--- config.mk ---
export PLATFORM = sky130hd
export DESIGN_NAME = clock_divider_bank
export DESIGN_NICKNAME = d
export VERILOG_FILES = /design/src/rtl/clock_divider_pkg.sv /design/src/rtl/clock_divider_channel.sv /design/src/rtl/clock_divider_bank.sv
export SDC_FILE = /design/constraint.sdc
export NUM_CORES = 1
export LEC_CHECK = 0
export ABC_AREA = 1
export ABC_CLOCK_PERIOD_IN_PS = 2300
export CORE_ASPECT_RATIO = 1.25
export CORE_UTILIZATION = 40
export CTS_BUF_LIST = sky130_fd_sc_hd__clkbuf_8 sky130_fd_sc_hd__clkbuf_16
export CTS_CLUSTER_SIZE = 14
export DETAILED_ROUTE_END_ITERATION = 12
export PLACE_DENSITY = 0.56
export SYNTH_ARGS = -nofsm -noshare
export SYNTH_HDL_FRONTEND = slang
export SYNTH_SLANG_ARGS = --single-unit
--- constraint.sdc ---
create_clock -name clk -period 2.3 [get_ports clk]
set_clock_uncertainty 0.1 [all_clocks]
set_input_delay 0.46 -clock clk [delete_from_list [all_inputs] [get_ports clk]]
set_output_delay 0.46 -clock clk [all_outputs]
set_load 0.01 [all_outputs]
--- src/rtl/clock_divider_pkg.sv ---
// Shared constants and sizing helpers for the clock_divider_bank block and its
// per-channel divider.
package clock_divider_pkg;

    localparam int DIV_WIDTH_DEFAULT = 8;
    localparam int DIV_STOPPED       = 0;

    typedef logic [DIV_WIDTH_DEFAULT-1:0] divisor_t;

    // A single-channel bank still needs a one-bit channel index port.
    function automatic int chan_idx_bits(input int num_channels);
        return (num_channels > 1) ? $clog2(num_channels) : 1;
    endfunction

endpackage

--- src/rtl/clock_divider_channel.sv ---
// One runtime-programmable divider channel. It holds an active/shadow divisor
// pair so that a reprogrammed divisor only takes effect at a period boundary.
module clock_divider_channel
    import clock_divider_pkg::*;
#(
    parameter int Width          = DIV_WIDTH_DEFAULT,
    parameter int DefaultDivisor = 4
) (
    input  logic             clk,
    input  logic             rst,
    input  logic             enable,
    input  logic             restart,
    input  logic             wr_en,
    input  logic [Width-1:0] wr_div,
    output logic             clk_out,
    output logic             tick,
    output logic             pending
);

    localparam logic [Width-1:0] DefaultDiv = Width'(DefaultDivisor);

    logic [Width-1:0] cnt;
    logic [Width-1:0] active_div;
    logic [Width-1:0] shadow_div;

    logic stopped;
    logic advance;
    logic at_boundary;

    assign stopped     = (active_div == Width'(DIV_STOPPED));
    assign advance     = enable && !stopped;
    assign at_boundary = (cnt == active_div - Width'(1));

    // NOTE: every piece of state is a register written with <= so all
    // channel fields update together on the edge, whatever the branch order.
    always_ff @(posedge clk) begin
        if (rst) begin
            cnt        <= '0;
            active_div <= DefaultDiv;
            shadow_div <= DefaultDiv;
            pending    <= 1'b0;
            clk_out    <= 1'b0;
            tick       <= 1'b0;
        end else if (restart) begin
            cnt     <= '0;
            clk_out <= 1'b0;
            tick    <= 1'b0;
            pending <= 1'b0;
            if (wr_en) begin
                active_div <= wr_div;
                shadow_div <= wr_div;
            end else if (pending) begin
                active_div <= shadow_div;
            end
        end else begin
            if (advance) begin
                tick    <= (cnt == '0);
                clk_out <= (cnt < (active_div >> 1));
                cnt     <= at_boundary ? '0 : cnt + Width'(1);
            end else begin
                tick <= 1'b0;
                if (stopped) begin
                    clk_out <= 1'b0;
                    cnt     <= '0;
                end
            end

            // A write landing on the boundary itself is the newest value, so it
            // wins over an older shadow.
            if (advance && at_boundary) begin
                pending <= 1'b0;
                if (wr_en) begin
                    active_div <= wr_div;
                    shadow_div <= wr_div;
                end else if (pending) begin
                    active_div <= shadow_div;
                end
            end else if (wr_en) begin
                shadow_div <= wr_div;
                if (advance) begin
                    pending <= 1'b1;
                end else begin
                    active_div <= wr_div;
                    cnt        <= '0;
                    pending    <= 1'b0;
                end
            end
        end
    end

endmodule

--- src/rtl/clock_divider_bank.sv ---
// Bank of independent runtime-programmable clock dividers that share one write
// port. The write port is decoded into one strobe per channel.
module clock_divider_bank
    import clock_divider_pkg::*;
#(
    parameter int  NumChannels    = 4,
    parameter int  Width          = DIV_WIDTH_DEFAULT,
    parameter int  DefaultDivisor = 4,
    localparam int ChanBits       = chan_idx_bits(NumChannels)
) (
    input  logic                   clk,
    input  logic                   rst,
    input  logic [NumChannels-1:0] enable,
    input  logic [NumChannels-1:0] restart,
    input  logic                   wr_en,
    input  logic [ChanBits-1:0]    wr_chan,
    input  logic [Width-1:0]       wr_div,
    output logic [NumChannels-1:0] clk_out,
    output logic [NumChannels-1:0] tick,
    output logic [NumChannels-1:0] pending
);

    logic [NumChannels-1:0] chan_wr;

    for (genvar i = 0; i < NumChannels; i++) begin : g_chan
        // Indices at or above NumChannels match no channel and are dropped.
        assign chan_wr[i] = wr_en && (wr_chan == ChanBits'(i));

        clock_divider_channel #(
            .Width          (Width),
            .DefaultDivisor (DefaultDivisor)
        ) u_chan (
            .clk     (clk),
            .rst     (rst),
            .enable  (enable[i]),
            .restart (restart[i]),
            .wr_en   (chan_wr[i]),
            .wr_div  (wr_div),
            .clk_out (clk_out[i]),
            .tick    (tick[i]),
            .pending (pending[i])
        );
    end

endmodule

# ---- Word-level counts from Yosys, hierarchy flattened
# Index checks and enable logic that the tools add are counted.
dict set report classes {
  reduce_logical 49
  n_eq_ne 11
  n_bitwise 4
  n_mux 60
  magnitude_cmp 4
  addsub 8
}
# operator n
set op_table {}
lappend op_table {{8-bit 2-to-1 mux} 48}
lappend op_table {{8-bit logical NOT} 8}
lappend op_table {{8-bit by 1-bit adder with 8-bit output (second input constant)} 4}
lappend op_table {{8-bit equality test} 4}
lappend op_table {{8-bit by 7-bit < comparator with 1-bit output} 4}
lappend op_table {{8-bit by 1-bit subtractor with 8-bit output (second input constant)} 4}
lappend op_table {{3-bit OR reduction} 8}
lappend op_table {{1-bit logical AND} 12}
lappend op_table {{1-bit 2-to-1 mux} 12}
lappend op_table {{3-bit inequality test (second input constant)} 4}
lappend op_table {{3-bit nonzero test} 4}
lappend op_table {{2-bit AND reduction} 4}
lappend op_table {{2-bit nonzero test} 4}
lappend op_table {{2-bit OR reduction} 4}
lappend op_table {{2-bit equality test (second input constant)} 2}
lappend op_table {{1-bit logical NOT} 4}
lappend op_table {{1-bit NOT} 4}
lappend op_table {{2-bit by 1-bit equality test with 1-bit output (second input constant)} 1}
lappend op_table {{2-bit logical NOT} 1}
dict set report totals {
  in_bits 21
  out_inout_bits 12
  reg_bits 108
  wordCells 160
}

# ---- Longest topological paths before layout
dict set report logic_depth {
  ltp_word 7
  ltp_mapped 15
  mapped_depth_nobuf 15
}

# ---- Cells and area by module
# A second synthesis with hierarchy kept.
dict set report unflattened {
  cells_unflattened 1162
  hier_area_um2 7364.6
}
# mod n_inst area_per_inst_um2 cells_each
set by_module_without_submodules {}
lappend by_module_without_submodules {{clock_divider_channel (g_chan[0].u_chan ...)} 3 1835.5 289}
lappend by_module_without_submodules {{clock_divider_channel (g_chan[3].u_chan)} 1 1828.0 287}
lappend by_module_without_submodules {clock_divider_bank 1 30.0 8}

# ---- Least setup slack after synthesis
# Ideal clock, no wire load.
dict set report synth_path {
  kind {flip-flop to flip-flop}
  startpoint {register g_chan[3].u_chan.active_div[0]}
  endpoint {register g_chan[3].u_chan.active_div[2]}
  path_stages_with_launch 15
  required_ps 2066
  setup_slack_ps 412
  arrival_ps 1654
  path_buffers 0
  synth_period_minus_slack_ps 1888
  path_cell_list {dfxtp_1 inv_1 ha_1 inv_1 nand2_1 nand2_1 nand2_1 nand2_1 nand3_1 nor2_1 nand3_4 nand2_4 nand2_1 nand2_1 nand3_1}
}
dict set report synth_between {
  elab_chain_cells 6
  word_cells_on_any_way 11
  classes_between {1 x add/sub; 2 x eq/ne; 2 x mux; 6 x reduce/logical}
}
# item line_no
set synth_lines {}
lappend synth_lines {{from (decl)} clock_divider_channel.sv:23} ;# logic [Width-1:0] active_div;
lappend synth_lines {{from (signal assigned)} clock_divider_channel.sv:39} ;# active_div <= DefaultDiv;
lappend synth_lines {{from (signal assigned)} clock_divider_channel.sv:50} ;# active_div <= wr_div;
lappend synth_lines {{from (signal assigned)} clock_divider_channel.sv:53} ;# active_div <= shadow_div;
lappend synth_lines {{branches (longest 6 deep; another with 8-bit by 1-bit subtractor with 8-bit output)} -}
# Parallel ways; which one is timed is not known.
# A chain may end at the register's enable or synchronous reset.

# ---- Worst setup path after layout
dict set report layout_path {
  startpoint {register g_chan[1].u_chan.active_div[0]}
  endpoint {register g_chan[1].u_chan.active_div[2]}
}
dict set report layout_between {
  elab_chain_cells 6
  word_cells_on_any_way 11
  classes_between {1 x add/sub; 2 x eq/ne; 2 x mux; 6 x reduce/logical}
}
# item line_no
set layout_lines {}
lappend layout_lines {{from (decl)} clock_divider_channel.sv:23}
lappend layout_lines {{from (signal assigned)} clock_divider_channel.sv:39}
lappend layout_lines {{from (signal assigned)} clock_divider_channel.sv:50}
lappend layout_lines {{from (signal assigned)} clock_divider_channel.sv:53}
lappend layout_lines {{branches (longest 6 deep; another with 8-bit by 1-bit subtractor with 8-bit output)} -}
# Parallel ways; which one is timed is not known.

==> results.sh <==
export IMPL_wirelength_um=20200
export IMPL_syn_inst=1203
export IMPL_min_period_ps=2100
export IMPL_cp_num_buf_inv=3
export IMPL_yosysSeqAreaShare_pct=28.7
export IMPL_fmaxAchievable_ghz=0.477
export IMPL_timing_hold_ws_ps=360
export IMPL_clk_pin_slew_ps=80
export IMPL_crit_family="simple AND/OR/NAND/NOR gates"
export IMPL_status="finished with violations"
export IMPL_p_total_mw=4.70
export IMPL_postCtsHoldBufs=0
export IMPL_setup_viol=0
export IMPL_cts_made_buffers=9
export IMPL_postLayoutCellArea_mm2=0.00874
export IMPL_crit_path_frequent_cell="nand2_1"
export IMPL_nets=1325
export IMPL_slew_headroom_pct=62.4
export IMPL_synth_area_leaders="dfxtp_1 (29%), nand2_1 (18%), inv_1 (8.2%)"
export IMPL_grt_pass1_wl_um=33900
export IMPL_core_area_mm2=0.0183
export IMPL_finalCritPeriodShare_pct=91.2
export IMPL_io_buffers=32
export IMPL_cp_slowest_cell="dfxtp_1"
export IMPL_final_common_cell="nand2_1"
export IMPL_synth_seq_cells=108
export IMPL_start_util_pct=41.2
export IMPL_drv_cap=0
export IMPL_mostFrequentLayoutCells="nand2_1 (351), inv_1 (164), nand3_1 (119)"
export IMPL_fin_cells=1497
export IMPL_vias=7441
export IMPL_synth_area_mm2=0.00754
export IMPL_final_setup_tns_ps=0
export IMPL_crit_chain="inv_1, buf_4, ha_1, and3_1, nand3_1, nand2_1, inv_2, nand3_4, nand2_4, nand2_1, nand2_1, nand3_1"
export IMPL_final_layout_size_suffix_gt1_share_pct=9.38
export IMPL_n_antenna_cell=0
export IMPL_fill_cells=1967
export IMPL_max_stage_delay_ps=340
export IMPL_cp_max_fo=8
export IMPL_ir_drop_mv=0.369
export IMPL_drt_iter0_markers=437
export IMPL_yosysUniqueCellTypes=39
export IMPL_cp_required_ps=2440
export IMPL_grt_max_degree=29
export IMPL_viasPerCell=4.97
export IMPL_synth_largest_area_cell="dfxtp_1"
export IMPL_avgRoutedWirePerCell_um=13.5
export IMPL_overflow=0
export IMPL_finalHoldViolCount=0
export IMPL_cp_start_kind="flip-flop"
export IMPL_dieArea_mm2=0.0194
export IMPL_antenna_left=0
export IMPL_rows=55
export IMPL_synth_top_cell_area_share_pct=28.7
export IMPL_h_tree_depth=3
export IMPL_placed_cells=1481
export IMPL_hpwl_um=15700
export IMPL_place_congestion=0.877
export IMPL_cts_tree="built"
export IMPL_grt_pass1_vias=6938
export IMPL_worst_pin_slew_ps=562
export IMPL_die_w_um=125
export IMPL_violations="DRC"
export IMPL_p_leak_nw=4.13
export IMPL_worstSkewPairLatency_ps=370
export IMPL_synth_nets=1264
export IMPL_path_class="reg2reg"
export IMPL_cts_buffer_depth=2
export IMPL_cp_data_arrival_time_ps=2240
export IMPL_dr_pass1_iters=9
export IMPL_cts_sinks=108
export IMPL_io_pins=33
export IMPL_drc=4
export IMPL_antenna_found_initial=0
export IMPL_drv_slew=0
export IMPL_syn2layout_area_growth_pct=15.9
export IMPL_cts_root_buffer="clkbuf_16"
export IMPL_synth_warnings=0
export IMPL_placed_cell_area_mm2=0.00840
export IMPL_worst_hold_path_type="reg2reg"
export IMPL_power_density_mw_per_mm2=538
export IMPL_grt_usage_pct=21.7
export IMPL_die_y_um=155
export IMPL_rsz0062_at_grt="true"
export IMPL_avgSynthCellArea_um2=6.27
export IMPL_cp_end_kind="flip-flop"
==> metal layers <==
| layer | share of wire, % | up-vias | global-route usage (%) |
|---|---|---|---|
| li1 | - | 3992 | - |
| met1 | 46 | 3316 | 26.1 |
| met2 | 49 | 101 | 39.2 |
| met3 | 2.4 | 32 | 2.96 |
| met4 | 2.4 | 0 | 8.05 |
| met5 | 0 | - | 0 |
==> cell usage after synthesis (all sizes together) <==
master / instances
a21boi: 1
a21o: 2
a21oi: 59
a31oi: 4
and2: 1
and3: 1
buf: 27
clkbuf: 9
clkinv: 3
dfxtp: 108
ha: 40
inv: 173
nand2: 359
nand3: 129
nand4: 27
nor2: 121
nor3: 11
nor4: 5
o211ai: 4
o21a: 18
o21ai: 57
o21bai: 1
o22ai: 20
or2: 4
xnor2: 8
xor2: 11
==> sequential cells by signal, indices dropped and copies added (netlist names) <==
name / count
g_chan.u_chan.active_div: 32
g_chan.u_chan.cnt: 32
g_chan.u_chan.clk_out: 4
g_chan.u_chan.pending: 4
g_chan.u_chan.tick: 4
g_chan.u_chan.shadow_div: 32
==> timing repair <==
action / in CTS / in global routing
setup endpoints to repair: 0 / 30
resized for setup: 0 / 8
buffers inserted: 0 / 0
==> tightest hold or removal path, delay by kind of cell (launching register included) <==
family             cells  cell delay (ps)
and+or+nand+nor        1               60
AOI/OAI and AO/OA      1               50
DFF                    1              310
==> per-stage QoR <==
step | worst slack (ps) | utilization [%]
floorplan | 412 | -
global placement | -77.6 | 45.9
detailed placement | -78.2 | 45.9
CTS | 141 | 47.6
global route | -8.19 | 47.7
finish | 203 | 47.7
==> cells by family (layout without fill, tap and decap cells) <==
kind of cell	after synthesis	in the layout	synth area share (%)
simple gates	658	658	38.7
buf+inv	212	278	11.5
compound gates	166	166	12.3
flops	108	108	28.7
fa+ha+maj	40	40	6.64
xor+xnor	19	19	2.21
==> power breakdown <==
part	total [mW]	leakage, nW	switching [mW]	internal [mW]
Sequential	2.03	0.881	0.0837	1.94
Combinational	0.938	3.09	0.568	0.371
Clock	1.74	0.156	0.775	0.964
==> final cells by class <==
class | count | area, µm² | share of cell area, %
Tap cell | 228 | 285 | 3.26
Clock buffer | 9 | 225 | 2.58
Multi-Input combinational cell | 883 | 4530 | 51.8
Sequential cell | 108 | 2160 | 24.8
Clock inverter | 7 | 98.8 | 1.13
Timing Repair Buffer | 86 | 776 | 8.88
Inverter | 176 | 661 | 7.56
==> worst paths after layout <==
path / from / endpoint / slack, ps / cells past startpoint
max reg2reg: g_chan[1].u_chan.active_div[0] / g_chan[1].u_chan.active_div[2] / 200 / 12
min reg2reg: g_chan[0].u_chan.clk_out / g_chan[0].u_chan.clk_out / 360 / 2
max: g_chan[1].u_chan.active_div[0] / g_chan[1].u_chan.active_div[2] / 200 / 12
min: g_chan[0].u_chan.clk_out / g_chan[0].u_chan.clk_out / 360 / 2
(Power assumes the default switching activity.)
